### src/rtl/risk_rate_limiter_mc.sv
// Multi-symbol token-bucket rate limiter with a registered valid/ready output stage.
// Define RISK_RATE_STATS_EN to implement the 64-bit order counters; otherwise stat_* read 0.
module risk_rate_limiter_mc #(
  parameter int unsigned NUM_SYMBOLS  = 8,
  parameter int unsigned TOKEN_WIDTH  = 32,
  parameter int unsigned PERIOD_WIDTH = 16,
  parameter int unsigned DATA_WIDTH   = 64,
  localparam int unsigned SymW        = $clog2(NUM_SYMBOLS)
) (
  input  logic                    clk,
  input  logic                    rst,
  input  logic [TOKEN_WIDTH-1:0]  cfg_max_tokens,
  input  logic [TOKEN_WIDTH-1:0]  cfg_refill_rate,
  input  logic [PERIOD_WIDTH-1:0] cfg_refill_period,
  input  logic                    cfg_enabled,
  input  logic                    cmd_refill_all,
  input  logic                    in_valid,
  output logic                    in_ready,
  input  logic [DATA_WIDTH-1:0]   in_data,
  input  logic [31:0]             in_symbol_id,
  input  logic [7:0]              in_cost,
  output logic                    out_valid,
  input  logic                    out_ready,
  output logic [DATA_WIDTH-1:0]   out_data,
  output logic [SymW-1:0]         out_bucket,
  output logic                    out_rejected,
  output logic [7:0]              out_reject_reason,
  input  logic [SymW-1:0]         status_sel,
  output logic [TOKEN_WIDTH-1:0]  status_tokens,
  output logic [63:0]             stat_total,
  output logic [63:0]             stat_passed,
  output logic [63:0]             stat_rejected
);

  logic [TOKEN_WIDTH-1:0]  buckets_q [NUM_SYMBOLS];
  logic [TOKEN_WIDTH-1:0]  buckets_d [NUM_SYMBOLS];
  logic [TOKEN_WIDTH-1:0]  bucket_after [NUM_SYMBOLS];
  logic [TOKEN_WIDTH:0]    bucket_sum [NUM_SYMBOLS];
  logic [PERIOD_WIDTH-1:0] period_cnt_q;

  logic                    out_valid_q, out_rejected_q;
  logic [DATA_WIDTH-1:0]   out_data_q;
  logic [SymW-1:0]         out_bucket_q;
  logic [7:0]              out_reason_q;

  logic                    accept, tick, reject, debit;
  logic [SymW-1:0]         sel;
  logic [TOKEN_WIDTH-1:0]  cost_ext, t_cur;
  logic                    unused_symbol_hi;

  assign unused_symbol_hi = ^in_symbol_id[31:SymW];

  assign in_ready = !out_valid_q || out_ready;
  assign accept   = in_valid && in_ready;
  assign tick     = (period_cnt_q == cfg_refill_period);
  assign sel      = in_symbol_id[SymW-1:0];
  assign cost_ext = TOKEN_WIDTH'(in_cost);
  assign t_cur    = buckets_q[sel];
  assign reject   = cfg_enabled && (t_cur < cost_ext);
  assign debit    = accept && cfg_enabled && !reject;

  // Debit first, then refill, then saturate; the extra sum bit keeps the add from wrapping.
  always_comb begin
    for (int i = 0; i < NUM_SYMBOLS; i++) begin
      bucket_after[i] = buckets_q[i];
      if (debit && (sel == SymW'(i))) bucket_after[i] = buckets_q[i] - cost_ext;
      bucket_sum[i] = {1'b0, bucket_after[i]} + {1'b0, cfg_refill_rate};
      if (cmd_refill_all) begin
        buckets_d[i] = cfg_max_tokens;
      end else if (tick) begin
        buckets_d[i] = (bucket_sum[i] > {1'b0, cfg_max_tokens}) ? cfg_max_tokens
                                                                : bucket_sum[i][TOKEN_WIDTH-1:0];
      end else begin
        buckets_d[i] = bucket_after[i];
      end
    end
  end

  always_ff @(posedge clk) begin
    if (rst) begin
      for (int i = 0; i < NUM_SYMBOLS; i++) buckets_q[i] <= cfg_max_tokens;
      period_cnt_q <= '0;
    end else begin
      buckets_q    <= buckets_d;
      period_cnt_q <= tick ? '0 : period_cnt_q + 1'b1;
    end
  end

  always_ff @(posedge clk) begin
    if (rst) begin
      out_valid_q    <= 1'b0;
      out_data_q     <= '0;
      out_bucket_q   <= '0;
      out_rejected_q <= 1'b0;
      out_reason_q   <= 8'h00;
    end else if (accept) begin
      out_valid_q    <= 1'b1;
      out_data_q     <= in_data;
      out_bucket_q   <= sel;
      out_rejected_q <= reject;
      out_reason_q   <= reject ? 8'h01 : 8'h00;
    end else if (out_ready) begin
      out_valid_q    <= 1'b0;
    end
  end

  assign out_valid         = out_valid_q;
  assign out_data          = out_data_q;
  assign out_bucket        = out_bucket_q;
  assign out_rejected      = out_rejected_q;
  assign out_reject_reason = out_reason_q;
  assign status_tokens     = buckets_q[status_sel];

`ifdef RISK_RATE_STATS_EN
  logic [63:0] stat_total_q, stat_passed_q, stat_rejected_q;

  always_ff @(posedge clk) begin
    if (rst) begin
      stat_total_q    <= '0;
      stat_passed_q   <= '0;
      stat_rejected_q <= '0;
    end else if (accept) begin
      if (stat_total_q != '1) stat_total_q <= stat_total_q + 64'd1;
      if (reject && stat_rejected_q != '1) stat_rejected_q <= stat_rejected_q + 64'd1;
      if (!reject && stat_passed_q != '1) stat_passed_q <= stat_passed_q + 64'd1;
    end
  end

  assign stat_total    = stat_total_q;
  assign stat_passed   = stat_passed_q;
  assign stat_rejected = stat_rejected_q;
`else
  assign stat_total    = '0;
  assign stat_passed   = '0;
  assign stat_rejected = '0;
`endif

endmodule

### config.mk
export PLATFORM = sky130hd
export DESIGN_NAME = risk_rate_limiter_mc
export DESIGN_NICKNAME = d
export VERILOG_FILES = /design/src/rtl/risk_rate_limiter_mc.sv
export SDC_FILE = /design/constraint.sdc
export NUM_CORES = 2
export LEC_CHECK = 0
export CORE_AREA = 2 2 222 387
export DETAILED_ROUTE_END_ITERATION = 6
export DIE_AREA = 0 0 224 389
export PLACE_DENSITY = 0.72
export SLEW_MARGIN = 25
export SYNTH_ARGS = -nofsm -noshare
export SYNTH_HDL_FRONTEND = slang
export SYNTH_SLANG_ARGS = --single-unit
### constraint.sdc
create_clock -name clk -period 14.35 [get_ports clk]
set_clock_uncertainty 0.2 [all_clocks]
set_input_delay 1.435 -clock clk [delete_from_list [all_inputs] [get_ports clk]]
set_output_delay 1.435 -clock clk [all_outputs]
set_load 0.05 [all_outputs]
Word level (Yosys, flattened, before mapping)
Cells that the tools add are included.
{ "word_totals": {"in_bits": 193, "register_bits": 349, "out_inout_bits": 302, "word_cells": 112} }
{ "op_classes": {"n_addsub": 17, "bitwise_logic": 2, "order_cmp": 11, "muxes": 42, "n_reduce_logical": 18, "eq_ne": 8} }
{ "ops": {"columns": ["op", "n"], "rows": [
  ["$mux 32", 36],
  ["$add 32x32->33", 8],
  ["$gt 33x32->1", 8],
  ["$mux 256", 1],
  ["$sub 32x8->32", 8],
  ["$bmux 32 s3", 2],
  ["$lt 32x8->1", 1],
  ["$add 16x1->16 const B", 1],
  ["$eq 16x16->1", 1],
  ["$eq 3x3->1 const B", 4],
  ["$logic_and 1x1->1", 12],
  ["$ge 4x4->1 const B", 2],
  ["$not 3->4", 2],
  ["$eq 3x2->1 const B", 2],
  ["$eq 3x1->1 const B", 1],
  ["$logic_not 3->1", 1],
  ["$mux 1", 3],
  ["$logic_not 1->1", 2],
  ["$reduce_bool 2->1", 1],
  ["$reduce_or 2->1", 1],
  ["$logic_or 1x1->1", 1]
]} }

Depth between registers and ports, before layout
{ "logic_depth": {"ltp_word": 16, "mapped_depth": 44, "mapped_depth_nobuf": 37} }

Worst setup path before layout
Ideal clock, no wire load.
{ "synth_timing": {"path_type": "input port to flip-flop", "start": "in in_symbol_id[0]", "end": "reg buckets_q[31] in the netlist's numbering", "required_time_ps": 14028, "slack_ps": 4065, "cell_stages": 40, "setup_time_ps": 122, "arrival_ps": 9963, "path_buffers": 8, "cell_sequence": "buf_4 > buf_4 > buf_4 > buf_1 > mux4_2 > mux2_2 > ha_1 > and3_1 > a22oi_1 > nand3b_1 > nor3_2 > and4_4 > buf_8 > buf_8 > buf_8 > nor2_4 > mux2i_1 > inv_1 > [4 not listed] > o31ai_1 > o31ai_1 > a221oi_2 > a31oi_1 > a221oi_1 > xnor2_1 > ha_1 > a211o_1 > a221oi_1 > o21ai_0 > a31oi_1 > o21ai_0 > a221o_1 > or2_2 > a21oi_1 > clkbuf_1 > nor2_1 > a221o_1"} }
{ "synth_via": {"elab_chain_cells": 16, "word_cells_on_any_way": 17, "cone_classes": "add/sub: 1; order compare: 2; eq/ne: 1; mux: 8; bitwise: 1; reduce/logical: 4"} }
{ "synth_lines": {"columns": ["element", "line", "text"], "rows": [
  ["start: declaration", "20", "input logic [31:0] in_symbol_id,"],
  ["$not 3->4 (implied by the code)", "58", "assign t_cur = buckets_q[sel];"],
  ["$bmux 32 s3", "58", null],
  ["$mux 32 (implied by the code) (2 in a row)", "58", null],
  ["$lt 32x8->1", "59", "assign reject = cfg_enabled && (t_cur < cost_ext);"],
  ["$logic_and 1x1->1", "59", null],
  ["$logic_not 1->1", "60", "assign debit = accept && cfg_enabled && !reject;"],
  ["$logic_and 1x1->1", "60", null],
  ["$logic_and 1x1->1 *", "66", "if (debit && (sel == SymW'(i))) bucket_after[i] = buckets_q[i] - cost_ext;"],
  ["$mux 32 *", "66", null],
  ["$add 32x32->33", "67", "bucket_sum[i] = {1'b0, bucket_after[i]} + {1'b0, cfg_refill_rate};"],
  ["$gt 33x32->1", "71", "buckets_d[i] = (bucket_sum[i] > {1'b0, cfg_max_tokens}) ? cfg_max_tokens"],
  ["$mux 32", "71", null],
  ["$mux 32 *", "70", "end else if (tick) begin"],
  ["$mux 32 *", "68", "if (cmd_refill_all) begin"],
  ["$mux 256 *", "80", "if (rst) begin"],
  ["end signal: assignment", "84", "buckets_q <= buckets_d;"],
  ["end: declaration", "35", "logic [TOKEN_WIDTH-1:0] buckets_q [NUM_SYMBOLS];"]
]} }
Mark *: on every way between the ends. The rest lies on a longest branch, timed or not. The select of a mux whose other input is x is not followed.
A chain may end at the register's enable or synchronous reset.

Worst setup path in the final report
{ "layout_timing": {"start": "in in_symbol_id[1]", "end": "reg buckets_q[128] in the netlist's numbering"} }
Same word-level chain as after synthesis.

==> results.sh <==
export IMPL_drc_errors=0
export IMPL_p_per_area_nw_per_um2=101
export IMPL_r2r_slack_ns=3.73
export IMPL_postSynthCellCount=5155
export IMPL_hold_viol=0
export IMPL_cts_buffers=42
export IMPL_seqPwrFrac_pct=24.5
export IMPL_synth_edf_count=0
export IMPL_yosysSeqAreaShare_pct=16.4
export IMPL_start_kind="input port"
export IMPL_antenna_found_initial=7
export IMPL_preCtsSetupSlack_ns=2.05
export IMPL_core_um2=84200
export IMPL_io_pin_count=495
export IMPL_hold_depth=2
export IMPL_dpl_cell_area_um2=45200
export IMPL_relSlewSlack_pct=22.0
export IMPL_die_h_um=389
export IMPL_grtUsageTotal_pct=39.1
export IMPL_gp_congestion=1.01
export IMPL_dr_first_iter_drc_count=3269
export IMPL_firstDrtPassIters=6
export IMPL_r2r_end="buckets_q[128]"
export IMPL_power_mw=4.68
export IMPL_switching_share_pct=45.3
export IMPL_synth_top_area_share_pct=17.6
export IMPL_tns_ns=0
export IMPL_wl_per_cell_um=26.7
export IMPL_combPwrFrac_pct=52.1
export IMPL_vias_per_cell=6.45
export IMPL_synth_seq_cells=341
export IMPL_tightest_slew_ns=1.16
export IMPL_layout_commonest_cell="ha_1"
export IMPL_grt_overflow_total=0
export IMPL_power_leakage_nw=19.9
export IMPL_final_cell_mix="ha_1 (584), a21oi_1 (446), nor2_1 (412)"
export IMPL_postSynthAreaPerCell_um2=8.07
export IMPL_post_route_cells_drive_above_1_share_pct=8.73
export IMPL_cpPeakStageDelay_ns=0.84
export IMPL_timing_rr_start="buckets_q[169]"
export IMPL_hpwl_um=141000
export IMPL_detail_route_antenna_nets=0
export IMPL_irDropWorstVdd_v=0.0000699
export IMPL_cts_sinks=341
export IMPL_vias=42200
export IMPL_synth_area_um2=41600
export IMPL_crit_type="in2reg"
export IMPL_fin_area_um2=46500
export IMPL_initial_core_util_pct=49.4
export IMPL_row_count=141
export IMPL_synth_top_area_cell="ha_1"
export IMPL_area_delta_synth_final_pct=11.8
export IMPL_min_period_ns=11.70
export IMPL_synthArstFlopShare_pct=0
export IMPL_critPathCaptureType="register"
export IMPL_cts_resized=0
export IMPL_internal_power_mw=2.56
export IMPL_holdWs_ns=0.251
export IMPL_yosysWarnings=0
export IMPL_insertion_delay_ns=0.62
export IMPL_slowest_stage="buf_2"
export IMPL_tritoncts="built"
export IMPL_rr_worst_depth=31
export IMPL_path_max_fanout=42
export IMPL_wirelength_um=175000
export IMPL_yosys_most_used_dff="dfxtp_1"
export IMPL_cts_hold_buf=0
export IMPL_grt_max_degree=73
export IMPL_p_sw_mw=2.12
export IMPL_fillers=7985
export IMPL_final_max_slew_viol_count=0
export IMPL_cts_reportedPaths_clkPinSlew_ns=0.06
export IMPL_status="finished clean"
export IMPL_rsz0062_at_grt="no"
export IMPL_place_port_buffers=266
export IMPL_ctsLongestPathBuffers=3
export IMPL_arrival_ns=11.94
export IMPL_finalNetCount=6227
export IMPL_cap_violations=0
export IMPL_grt_pass1_vias=40300
export IMPL_fp_dieW_um=224
export IMPL_fin_crit_sh_pct=81.5
export IMPL_cts_root_buffer="clkbuf_16"
export IMPL_cts_setup_buffers=0
export IMPL_layout_setup_ws_ns=2.65
export IMPL_setup_violations=0
export IMPL_ctsHtreeMaxLevel=2
export IMPL_hold_path_class="reg2reg"
export IMPL_required_ns=14.60
export IMPL_fmax_mhz=85.5
export IMPL_grt_pass1_wl_um=253000
export IMPL_die_area_um2=87100
export IMPL_synth_area_leaders="ha_1 (18%), dfxtp_1 (16%), xnor2_1 (6.0%), a21oi_1 (5.4%), mux4_2 (4.3%)"
export IMPL_synth_cell_types=102
export IMPL_clock_power_share_pct=23.4
export IMPL_min_from="out_data[38]"
export IMPL_hold_end="out_data[38]"
-- Yosys cell counts, drive strengths merged, types with 40 or more instances --
library cell / count
a22oi: 61
a31oi: 41
mux4: 80
mux2: 69
buf: 246
a211oi: 48
nand4: 82
nor2b: 66
a21o: 171
o221a: 41
o22ai: 86
ha: 584
o21a: 59
nand2b: 62
inv: 196
o21bai: 40
clkbuf: 111
nor3: 122
nor4: 68
nand3: 102
dfxtp: 341
a21oi: 449
nor2: 422
nand2: 411
o21ai: 248
and3: 42
xnor2: 284
xor2: 185
-- power by group through the flow --
| stage | Clock [mW] | Combinational [mW] | Sequential [mW] |
|---|---|---|---|
| 3_5_place_dp | 0 | 2.37 | 1.16 |
| 4_1_cts | 1.10 | 2.39 | 1.14 |
| 5_1_grt | 1.13 | 2.65 | 1.15 |
| 3_3_place_gp | 0 | 2.34 | 1.16 |
| 2_1_floorplan | 0 | 1.71 | 1.14 |
| 6_report | 1.09 | 2.44 | 1.15 |
-- how the worst max path moves through the flow --
stage	start	end	slack, ns
after global routing	in_symbol_id[1]	buckets_q[172]	2.21
after detailed placement	in_symbol_id[0]	buckets_q[57]	2.05
after CTS	in_symbol_id[0]	buckets_q[57]	2.65
after floorplan	in_symbol_id[0]	buckets_q[31]	4.07
final	in_symbol_id[1]	buckets_q[128]	2.65
after global placement	in_symbol_id[0]	buckets_q[57]	2.17
-- registers in the layout (all words and copies together), names as in the netlist --
signal,flops
buckets_q,256
out_bucket,3
out_data,64
out_rejected,1
out_valid,1
period_cnt_q,16
-- critical path, delay by kind of cell --
family | cells | cell delay (ns)
compound gates | 12 | 3.49
fa+ha+maj | 3 | 0.83
simple gates | 13 | 3.74
mux | 3 | 1.11
xor+xnor | 1 | 0.24
buf+inv | 2 | 1.06
-- cell type report --
| class | instances | area [µm²] | area share (%) |
|---|---|---|---|
| antenna | 4 | 10.0 | 0.0215 |
| clock buffer | 57 | 1190 | 2.56 |
| clock inverter | 16 | 121 | 0.261 |
| inverter | 198 | 743 | 1.60 |
| multi-input combinational | 4457 | 32700 | 70.3 |
| sequential | 341 | 6830 | 14.7 |
| tap | 1072 | 1340 | 2.88 |
| timing repair buffer | 394 | 3590 | 7.73 |
-- through the flow --
stage               util (%)  std cells
finish                  55.3       6539
floorplan                  -       5353
global route            55.3       6535
detailed placement      53.7       6462
CTS                     55.3       6535
global placement        53.7       6462
-- layer usage --
layer,share of wire (%),vias to the layer above,wire length (µm),GRT usage [%]
met4,14,0,24900,44.8
met2,45,2412,78300,64.4
met1,34,19500,59500,39.9
met3,6.9,865,12100,5.83
met5,0,-,0,0
li1,-,19300,-,-
-- logic make-up after synthesis --
group | after synthesis | share of synthesized area [%]
AOI/OAI and AO/OA | 1499 | 23.8
buffers and inverters | 555 | 7.02
and+or+nand+nor | 1532 | 18.2
xor gates and xnor gates | 469 | 9.87
other | 1 | 0.00901
DFF | 341 | 16.4
muxes | 158 | 6.44
adders and majority gates | 600 | 18.3
Note: power is estimated with default switching activity, not from simulation.
